### src/rtl/det_rr_arbiter.sv
// ============================================================================
// Module  : det_rr_arbiter
// Brief   : Round-robin arbiter sharing one a/b sequence detector among N
//           requesters; clears the detector on every ownership change.
//           Optional owner preemption after MAX_HOLD cycles: HOLD_TIMEOUT_EN.
// Rev     : 1.0  initial release
// ============================================================================
`default_nettype none

module det_rr_arbiter #(
    parameter int N        = 4,
    parameter int MAX_HOLD = 8,
    localparam int OW      = (N > 1) ? $clog2(N) : 1
) (
    input  logic          CLK,
    input  logic          reset_n,
    input  logic [N-1:0]  req,
    input  logic [N-1:0]  a_in,
    input  logic [N-1:0]  b_in,
    input  logic          q_in,
    output logic [N-1:0]  gnt,
    output logic [OW-1:0] owner,
    output logic          det_clr,
    output logic          a_out,
    output logic          b_out,
    output logic [N-1:0]  hit,
    output logic          busy
);

    localparam logic [1:0] S_IDLE  = 2'd0;
    localparam logic [1:0] S_CLEAR = 2'd1;
    localparam logic [1:0] S_OWN   = 2'd2;

    logic [1:0]    r_state, w_state_nxt;
    logic [N-1:0]  r_gnt, w_gnt_nxt;
    logic [OW-1:0] r_owner, w_owner_nxt;
    logic [OW-1:0] r_ptr, w_ptr_nxt, w_ptr_inc;
    logic [N-1:0]  w_other, w_win_idle, w_win_hand;
    logic          w_owner_req, w_leave, w_own;

    // Lowest set bit of v at or above position start, wrapping to bit 0.
    function automatic logic [N-1:0] f_pick(input logic [N-1:0] v, input logic [OW-1:0] start);
        logic [N-1:0] hi;
        hi = v & ~((N'(1) << start) - N'(1));
        if (|hi) return hi & (~hi + N'(1));
        return v & (~v + N'(1));
    endfunction

    function automatic logic [OW-1:0] f_enc(input logic [N-1:0] oh);
        logic [OW-1:0] idx;
        idx = '0;
        for (int i = 0; i < N; i++) begin
            if (oh[i]) idx = idx | OW'(i);
        end
        return idx;
    endfunction

    assign w_owner_req = |(req & r_gnt);
    assign w_other     = req & ~r_gnt;
    assign w_ptr_inc   = (r_owner == OW'(N - 1)) ? '0 : r_owner + 1'b1;
    assign w_win_idle  = f_pick(req, r_ptr);
    assign w_win_hand  = f_pick(w_other, w_ptr_inc);

`ifdef HOLD_TIMEOUT_EN
    localparam int HW = (MAX_HOLD > 0) ? $clog2(MAX_HOLD + 1) : 1;

    logic [HW-1:0] r_hold_cnt, w_hold_nxt, w_hold_inc;
    logic          w_preempt;

    // Decision uses the incremented count so an owner gets exactly MAX_HOLD OWN cycles.
    assign w_hold_inc = (r_hold_cnt == HW'(MAX_HOLD)) ? r_hold_cnt : r_hold_cnt + 1'b1;
    assign w_preempt  = (w_hold_inc == HW'(MAX_HOLD)) && (|w_other);
    assign w_leave    = !w_owner_req || w_preempt;

    always_comb begin
        w_hold_nxt = r_hold_cnt;
        if (r_state == S_CLEAR)                     w_hold_nxt = '0;
        else if (r_state == S_OWN && !w_leave)      w_hold_nxt = w_hold_inc;
    end

    always_ff @(posedge CLK or negedge reset_n) begin
        if (!reset_n) r_hold_cnt <= '0;
        else          r_hold_cnt <= w_hold_nxt;
    end
`else
    assign w_leave = !w_owner_req;
`endif

    always_comb begin
        w_state_nxt = r_state;
        w_gnt_nxt   = r_gnt;
        w_owner_nxt = r_owner;
        w_ptr_nxt   = r_ptr;
        case (r_state)
            S_IDLE: begin
                if (|req) begin
                    w_state_nxt = S_CLEAR;
                    w_gnt_nxt   = w_win_idle;
                    w_owner_nxt = f_enc(w_win_idle);
                end
            end
            S_CLEAR: begin
                w_state_nxt = S_OWN;
            end
            S_OWN: begin
                if (w_leave) begin
                    w_ptr_nxt = w_ptr_inc;
                    if (|w_other) begin
                        // Back-to-back handover keeps the detector in clear without an IDLE gap.
                        w_state_nxt = S_CLEAR;
                        w_gnt_nxt   = w_win_hand;
                        w_owner_nxt = f_enc(w_win_hand);
                    end else begin
                        w_state_nxt = S_IDLE;
                        w_gnt_nxt   = '0;
                    end
                end
            end
            default: begin
                w_state_nxt = S_IDLE;
                w_gnt_nxt   = '0;
            end
        endcase
    end

    always_ff @(posedge CLK or negedge reset_n) begin
        if (!reset_n) begin
            r_state <= S_IDLE;
            r_gnt   <= '0;
            r_owner <= '0;
            r_ptr   <= '0;
        end else begin
            r_state <= w_state_nxt;
            r_gnt   <= w_gnt_nxt;
            r_owner <= w_owner_nxt;
            r_ptr   <= w_ptr_nxt;
        end
    end

    assign w_own   = (r_state == S_OWN);
    assign gnt     = r_gnt;
    assign owner   = r_owner;
    assign busy    = (r_state != S_IDLE);
    assign det_clr = !w_own;
    assign a_out   = w_own & (|(a_in & r_gnt));
    assign b_out   = w_own & (|(b_in & r_gnt));
    assign hit     = w_own ? (r_gnt & {N{q_in}}) : '0;

endmodule

`default_nettype wire

### config.mk
export PLATFORM = sky130hd
export DESIGN_NAME = det_rr_arbiter
export DESIGN_NICKNAME = d
export VERILOG_FILES = /design/src/rtl/det_rr_arbiter.sv
export SDC_FILE = /design/constraint.sdc
export NUM_CORES = 1
export LEC_CHECK = 0
export CAP_MARGIN = 5
export CORE_MARGIN = 1.5
export CORE_UTILIZATION = 45
export DETAILED_ROUTE_END_ITERATION = 16
export PLACE_DENSITY_LB_ADDON = 0.15
export SKIP_CTS_REPAIR_TIMING = 1
export SYNTH_ARGS = -nofsm -noshare
export SYNTH_HDL_FRONTEND = slang
export SYNTH_SLANG_ARGS = --single-unit
### constraint.sdc
create_clock -name CLK -period 2 [get_ports CLK]
set_input_delay 0.2 -clock CLK [delete_from_list [all_inputs] [get_ports CLK]]
set_output_delay 0.2 -clock CLK [all_outputs]
set_load 0.01 [all_outputs]
### Yosys cells after proc, flatten, opt, wreduce, memory -nomap -nowiden

Cells that the tools add are included.
W data, S select, Z words.

* input bits: 15
* latch bits: 0
* register bits: 10
* bits in writable memories: 0
* word-level logic and storage cells: 82
* memories: 0
* memory bits (read-only): 0
* output and inout bits: 14

* multiplexer cells: 26
* $add $sub $neg: 7
* divide/modulo/power cells: 0
* equal/unequal tests: 6
* bitwise gates (word level): 22
* $mul: 0
* reductions and logical operators: 15
* shift operators: 2
* $lt $le $gt $ge: 0

Operators with widths (count)
* $and A4 B4 Y4: 11
* $mux W4: 8
* $not A4 Y4: 7
* $reduce_or A4 Y1: 7
* $mux W2: 10
* $add A4 B1 Y4 const B: 4
* $pmux W4 S3: 1
* $shl A1 B2 Y4 const A: 2
* $sub A4 B1 Y4 const B: 2
* $pmux W2 S3: 1
* $mux W1: 5
* $eq A2 B2 Y1 const B: 2
* $ne A2 B2 Y1 const B: 2
* $pmux W2 S2: 1
* $reduce_and A2 Y1: 2
* $reduce_and A4 Y1: 1
* $reduce_bool A2 Y1: 2
* $reduce_and A3 Y1: 1
* $add A2 B1 Y2 const B: 1
* $and A1 B1 Y1: 2
* $eq A2 B1 Y1 const B: 1
* $logic_not A2 Y1: 1
* $ne A2 B1 Y1 const B: 1
* $not A1 Y1: 2
* $logic_not A1 Y1: 1

### Logic depth before layout (Yosys ltp)

Gate-level depths: netlist (run 1).

* depth in word-level cells: 17
* depth in mapped cells: 7
* mapped depth without buffers: 7

### Least setup slack after synthesis (run 1)

No wires, ideal clock.

* kind: register to register
* from: register r_owner[0], in the netlist owner[0]
* to: register r_gnt[3], in the netlist gnt[3]
* clock period less this slack: 1.784 ns
* setup time: 0.121 ns
* stages on the path, launching flop included: 7
* setup slack: 0.216 ns
* arrival: 1.663 ns
* path through: dfrtp_1 inv_1 ha_1 or3b_1 and3_1 mux2_2 a22o_1

* word-level cells in the longest chain between the ends: 14
* elaborated cells on any way between the ends: 17
* those cells by class: 3 x add/sub; 1 x eq/ne; 1 x shift; 7 x mux; 4 x bitwise; 1 x reduce/logical

Ends and longest elaborated chain
* start, declared: line 36 `logic [OW-1:0] r_owner, w_owner_nxt;`
* start signal, assigned: line 135 `r_owner <= w_owner_nxt;`
* $add A2 B1 Y2 / $eq A2 B2 Y1 (equally long branches): line 60 `assign w_ptr_inc = (r_owner == OW'(N - 1)) ? '0 : r_owner + 1'b1;`
* $mux W2 *: line 60
* $shl A1 B2 Y4 *: line 44 `hi = v & ~((N'(1) << start) - N'(1));`
* $sub A4 B1 Y4 *: line 44
* $not A4 Y4 *: line 44
* $and A4 B4 Y4 *: line 44
* $not A4 Y4: line 45 `if (|hi) return hi & (~hi + N'(1));`
* $add A4 B1 Y4: line 45
* $and A4 B4 Y4: line 45
* $mux W4: line 45
* $mux W4 *: line 46 `return v & (~v + N'(1));`
* $mux W4 *: line 108 `if (|w_other) begin`
* $mux W4 *: line 106 `if (w_leave) begin`
* $pmux W4 S3 *: line 94 `case (r_state)`
* end signal, assigned: line 134 `r_gnt <= w_gnt_nxt;`
* end, declared: line 35 `logic [N-1:0] r_gnt, w_gnt_nxt;`

Mark *: on every way between the ends. The rest lies on a longest branch, timed or not. The select of a mux whose other input is x is not followed.
A chain may end at the register's enable or synchronous reset.

### Worst setup path after layout (run 1)

* from: register r_owner[1], in the netlist owner[1]
* to: register r_gnt[3], in the netlist gnt[3]

Same word-level chain as after synthesis.

==> results of run 1 <==
## cell families after synthesis
family / Yosys count
adders and majority gates: 2
and+or+nand+nor: 36
muxes: 3
buffers and inverters: 12
DFF: 10
AOI/OAI and AO/OA: 40
## per-layer routing
layer / global-route usage / vias up
met2: 0.456 / 48
met1: 0.317 / 475
li1: - / 467
met5: 0 / -
met4: 0.0541 / 0
met3: 0.0679 / 4
## registers in the layout (all words and copies together), names as in the netlist
name	count
r_state	2
owner	2
gnt	4
r_ptr	2
## worst max-delay path by stage
stage          startpoint       end  slack (ps)
2_1_floorplan    owner[0]    gnt[3]         220
3_3_place_gp       req[1]  owner[1]          30
3_5_place_dp       req[2]  owner[1]          10
4_1_cts        r_state[0]     a_out         -70
5_1_grt        r_state[0]     a_out          20
6_report         owner[1]    gnt[3]          70
## synth_stat cells (2+ instances only)
master,instances
dfrtp_1,10
a21oi_1,4
and3_1,5
nor2b_4,2
a22o_1,6
inv_1,6
buf_6,3
o31ai_1,2
nor2_1,4
o32ai_1,2
o21bai_1,2
o21ai_0,5
o21ai_1,2
nand2_1,8
a22oi_1,4
o22ai_1,2
nand2b_1,3
ha_1,2
nor2b_1,4
## worst reg2reg max path, delay by kind of cell, from the launching register on
kind	cells	cell delay (ps)
simple gates	2	650
flops	1	430
mux	1	270
fa+ha+maj	1	250
compound gates	1	210
## power by group
group          leakage [uW]  switching, uW  internal [uW]
logic              0.000447            571            619
registers          0.000129            162            297
clock network     0.0000210           71.6            111
## through the flow
stage | total power, uW | cell area, um^2 | hold slack [ps] | setup slack, ps | instances
final | 1830 | 1330 | 261 | 67.5 | 170
after floorplan | 1100 | 908 | -95.6 | 216 | 103
after global routing | 1960 | 1330 | 277 | 17.7 | 170
after CTS | 1760 | 1300 | 258 | -74.0 | 168
after detailed placement | 1560 | 1260 | 517 | 10.6 | 164
after global placement | 1530 | 1260 | 507 | 30.3 | 164
## final cells by class
class / instances / area [um^2]
inverter: 7 / 26.3
multi-input combinational: 81 / 602
clock buffer: 4 / 36.3
sequential: 10 / 250
tap: 27 / 33.8
fill: 178 / 596
timing repair buffer: 41 / 378
==> impl_metrics.yaml, run 1 <==
sta:
  finalSetupViolations: 0
  clock_skew_ps: 3.15
  final-hold-violation-count: 0
  fin_crit_sh: 0.966
  rsz0062_at_grt: "false"
  relSlewSlack: 0.674
  post-route-min-period_ps: 1930
  fmax_mhz: 517
  tightest_slew_ps: 487
  slew_viol_final: 0
  finalSetupTns_ps: 0
final_layout:
  final_common_cell: "clkdlybuf4s50_1"
  nNetsFinal: 161
  fin_util: 0.690
  drive_gt1_frac: 0.217
  diodes: 0
  layout_common_cells: "clkdlybuf4s50_1, buf_4, dfrtp_1, nand2_1"
  area_growth_pct: 46.0
placement:
  detailedPlacementHpwl_um: 2120
  io_buffers: 28
  gp_congestion: 0.859
logic_synthesis:
  synthCells: 103
  mappedNetlistArea_um2: 908
  synth_top_family_by_area: "compound AO/OA/AOI/OAI gates"
  synth_top_cell_area_share: 0.275
  synth_area_per_cell_um2: 8.82
  ys_top_cells_by_area: "dfrtp_1, a22o_1, buf_6"
  ys.warnings.count: 0
  synth_compound_area_frac: 0.322
  ys.flop_type: "dfrtp_1"
  synth_edf_count: 0
  syn_nets: 120
  synthSimpleGateAreaFrac: 0.256
  ys_seq_area_frac: 0.275
  synth-adder-area-share: 0.0275
  synth_xor_area_frac: 0
  muxShareOfSynthArea: 0.0399
  synthArstFlopShare: 1.00
  ys_ff_latch: 10
  ys_types: 46
  synth_top_area_cell: "dfrtp_1"
worst_setup_path:
  worstSetupEndpointType: "register"
  cp.required_ps: 2140
  r2r_cells: 5
  cp_num_buf_inv: 0
  critPathSlowestCell: "dfrtp_1"
  rr_endpoint: "gnt[3]"
  worstSetupPathType: "register to register"
  crit_fanout: 4
  cp_num_cells: 5
  reg2reg_from: "owner[1]"
  critPathArrivalTime_ps: 2070
  critical-path-max-stage-delay_ps: 430
  r2r_slack_ps: 70
  cp_top_family: "simple AND/OR/NAND/NOR gates"
  critPathLaunchType: "register"
  worstPathCellList: "ha_1, or3b_1, and3_1, mux2_2, a22o_1"
cts:
  clock-sinks: 10
  path_clk_slew_ps: 70
  cts_buffer_depth: 2
  cts_tree: "built"
  h-tree-depth: 1
  root_buffer: "clkbuf_4"
  clk-insertion-delay-late_ps: 260
  cts_buffers: 3
drt:
  viasPerCell: 5.85
  route.met3.wl_um: 218
  vias: 994
  drt-pass1-iter-count: 4
  drc_errors: 0
  wl_per_cell_um: 16.4
  route.top_layer_used: "met4"
  dr_wl_met2_um: 1350
  routed_wl_um: 2790
  drt-met1-wl_um: 1190
  drt_iter0_markers: 18
  ant_nets: 0
global_routing:
  grt_usage: 0.259
  grt_max_degree: 11
  antenna_found_initial: 0
  grt_pass1_vias: 933
  overflow: 0
  grt_pass1_wl_um: 4180
pwr:
  powerDensity_nw_per_um2: 1380
  peakVddDrop_v: 0.000847
  p_leak_uw: 0.000596
die:
  die-area_um2: 2300
  dieWidth_um: 47.9
  pin_count: 29
  core_region_area_um2: 1920
  rows: 16
  start_util: 0.473
  die_h_um: 47.9
min_path:
  hp-class: "primary input to async pin"
run:
  maxCapViolations: 0
status:
  outcome: "finished clean"
(Power assumes the default switching activity.)
==> inputs of run 2 (changes only) <==
GPL_TIMING_DRIVEN = 0   (was unset)
==> impl_metrics.yaml, run 2 (synthesis results as in run 1) <==
status:
  outcome: "finished clean"
die:
  start_util: 0.473
  pin_count: 29
  die_h_um: 47.9
  core_region_area_um2: 1920
  die-area_um2: 2300
  dieWidth_um: 47.9
  rows: 16
min_path:
  hp-class: "primary input to async pin"
final_layout:
  diodes: 0
  area_growth_pct: 37.9
  layout_common_cells: "clkdlybuf4s50_1, dfrtp_1, nand2_1, inv_1, a22o_1"
  largest_reg_flops: 4
  final_common_cell: "clkdlybuf4s50_1"
  fillers: 168
  nNetsFinal: 151
  drive_gt1_frac: 0.173
run:
  maxCapViolations: 0
global_routing:
  grt_usage: 0.218
  grt_pass1_vias: 778
  overflow: 0
  grt_max_degree: 11
  grt_pass1_wl_um: 3430
  antenna_found_initial: 0
cts:
  cts_tree: "built"
  cts_buffer_depth: 2
  clock-sinks: 10
  h-tree-depth: 1
  root_buffer: "clkbuf_4"
  path_clk_slew_ps: 70
  cts_buffers: 3
  clk-insertion-delay-late_ps: 280
drt:
  drt-pass1-iter-count: 4
  wl_per_cell_um: 15.0
  vias: 927
  drt_iter0_markers: 36
  viasPerCell: 5.79
  routed_wl_um: 2400
  ant_nets: 0
  drc_errors: 0
sta:
  timing.hold.ws_ps: 230
  final-hold-violation-count: 0
  fmax_mhz: 518
  timing.final.ws_setup_ps: 70.6
  finalSetupViolations: 0
  tightest_slew_ps: 454
  post-route-min-period_ps: 1930
  slew_viol_final: 0
  relSlewSlack: 0.697
  clock_skew_ps: 8.25
  fin_crit_sh: 0.965
worst_setup_path:
  crit_fanout: 7
  critPathArrivalTime_ps: 1730
  critPathLaunchType: "register"
  worstSetupPathType: "register to primary output"
  cp.required_ps: 1800
  worstSetupEndpointType: "primary output"
placement:
  io_buffers: 25
  gp_congestion: 0.903
  detailedPlacementHpwl_um: 1820
  pre_cts_slack_ps: -130
pwr:
  p_leak_uw: 0.000600
  peakVddDrop_v: 0.000812
  powerDensity_nw_per_um2: 1350
[run 2: where the power goes]
group	total (uW)	internal (uW)	switching [uW]
clock network	189	111	78.4
registers	452	299	154
logic	1050	532	520
total	1690	942	752
[run 2: critical path, stage by stage (launching register included)]
cell and delay (ps):
dfrtp_2 450, nor2b_1 150, buf_4 170, and3_1 150
clkdlybuf4s50_1 530
[run 2: final cells by class]
type / instances / area, um^2 / share of cell area
clock buffer: 4 / 36.3 / 0.0290
timing repair buffer: 26 / 265 / 0.212
multi-input combinational: 81 / 594 / 0.475
buffer: 5 / 45.0 / 0.0360
sequential: 10 / 251 / 0.201
inverter: 7 / 26.3 / 0.0210
tap: 27 / 33.8 / 0.0270
[run 2: metal layers]
metal	up-vias	GRT usage	share of wire
met5	-	0	0
met4	0	0.108	0.019
met3	4	0.0264	0.078
met2	33	0.387	0.47
met1	444	0.256	0.43
li1	446	-	-
[run 2: worst paths after layout]
path,from,end,slack (ps),depth (start not counted)
hold / removal,reset_n,gnt[0],230,1
hold reg to reg,r_state[1],r_state[1],520,1
min in group CLK,req[0],gnt[0],400,4
setup / recovery,r_state[0],hit[2],70,4
setup reg to reg,owner[0],owner[0],100,7
max in group asynchronous,reset_n,r_state[0],1430,1
[run 2: per-stage QoR]
stage | TNS (ps) | power [uW] | area [um^2] | utilization | instances
after global routing | -0.399 | 1820 | 1250 | 0.652 | 160
after detailed placement | -130 | 1470 | 1190 | 0.620 | 155
final | 0 | 1690 | 1250 | 0.652 | 160
after floorplan | 0 | 1100 | 908 | - | 103
after CTS | -39.3 | 1660 | 1230 | 0.639 | 159
after global placement | -139 | 1440 | 1190 | 0.620 | 155
==> inputs of run 3 (changes only) <==
CTS_CLUSTER_DIAMETER = 60   (was unset)
==> results of run 3 <==
Same layout as run 2: the final DEF is identical, and so are final timing and power.
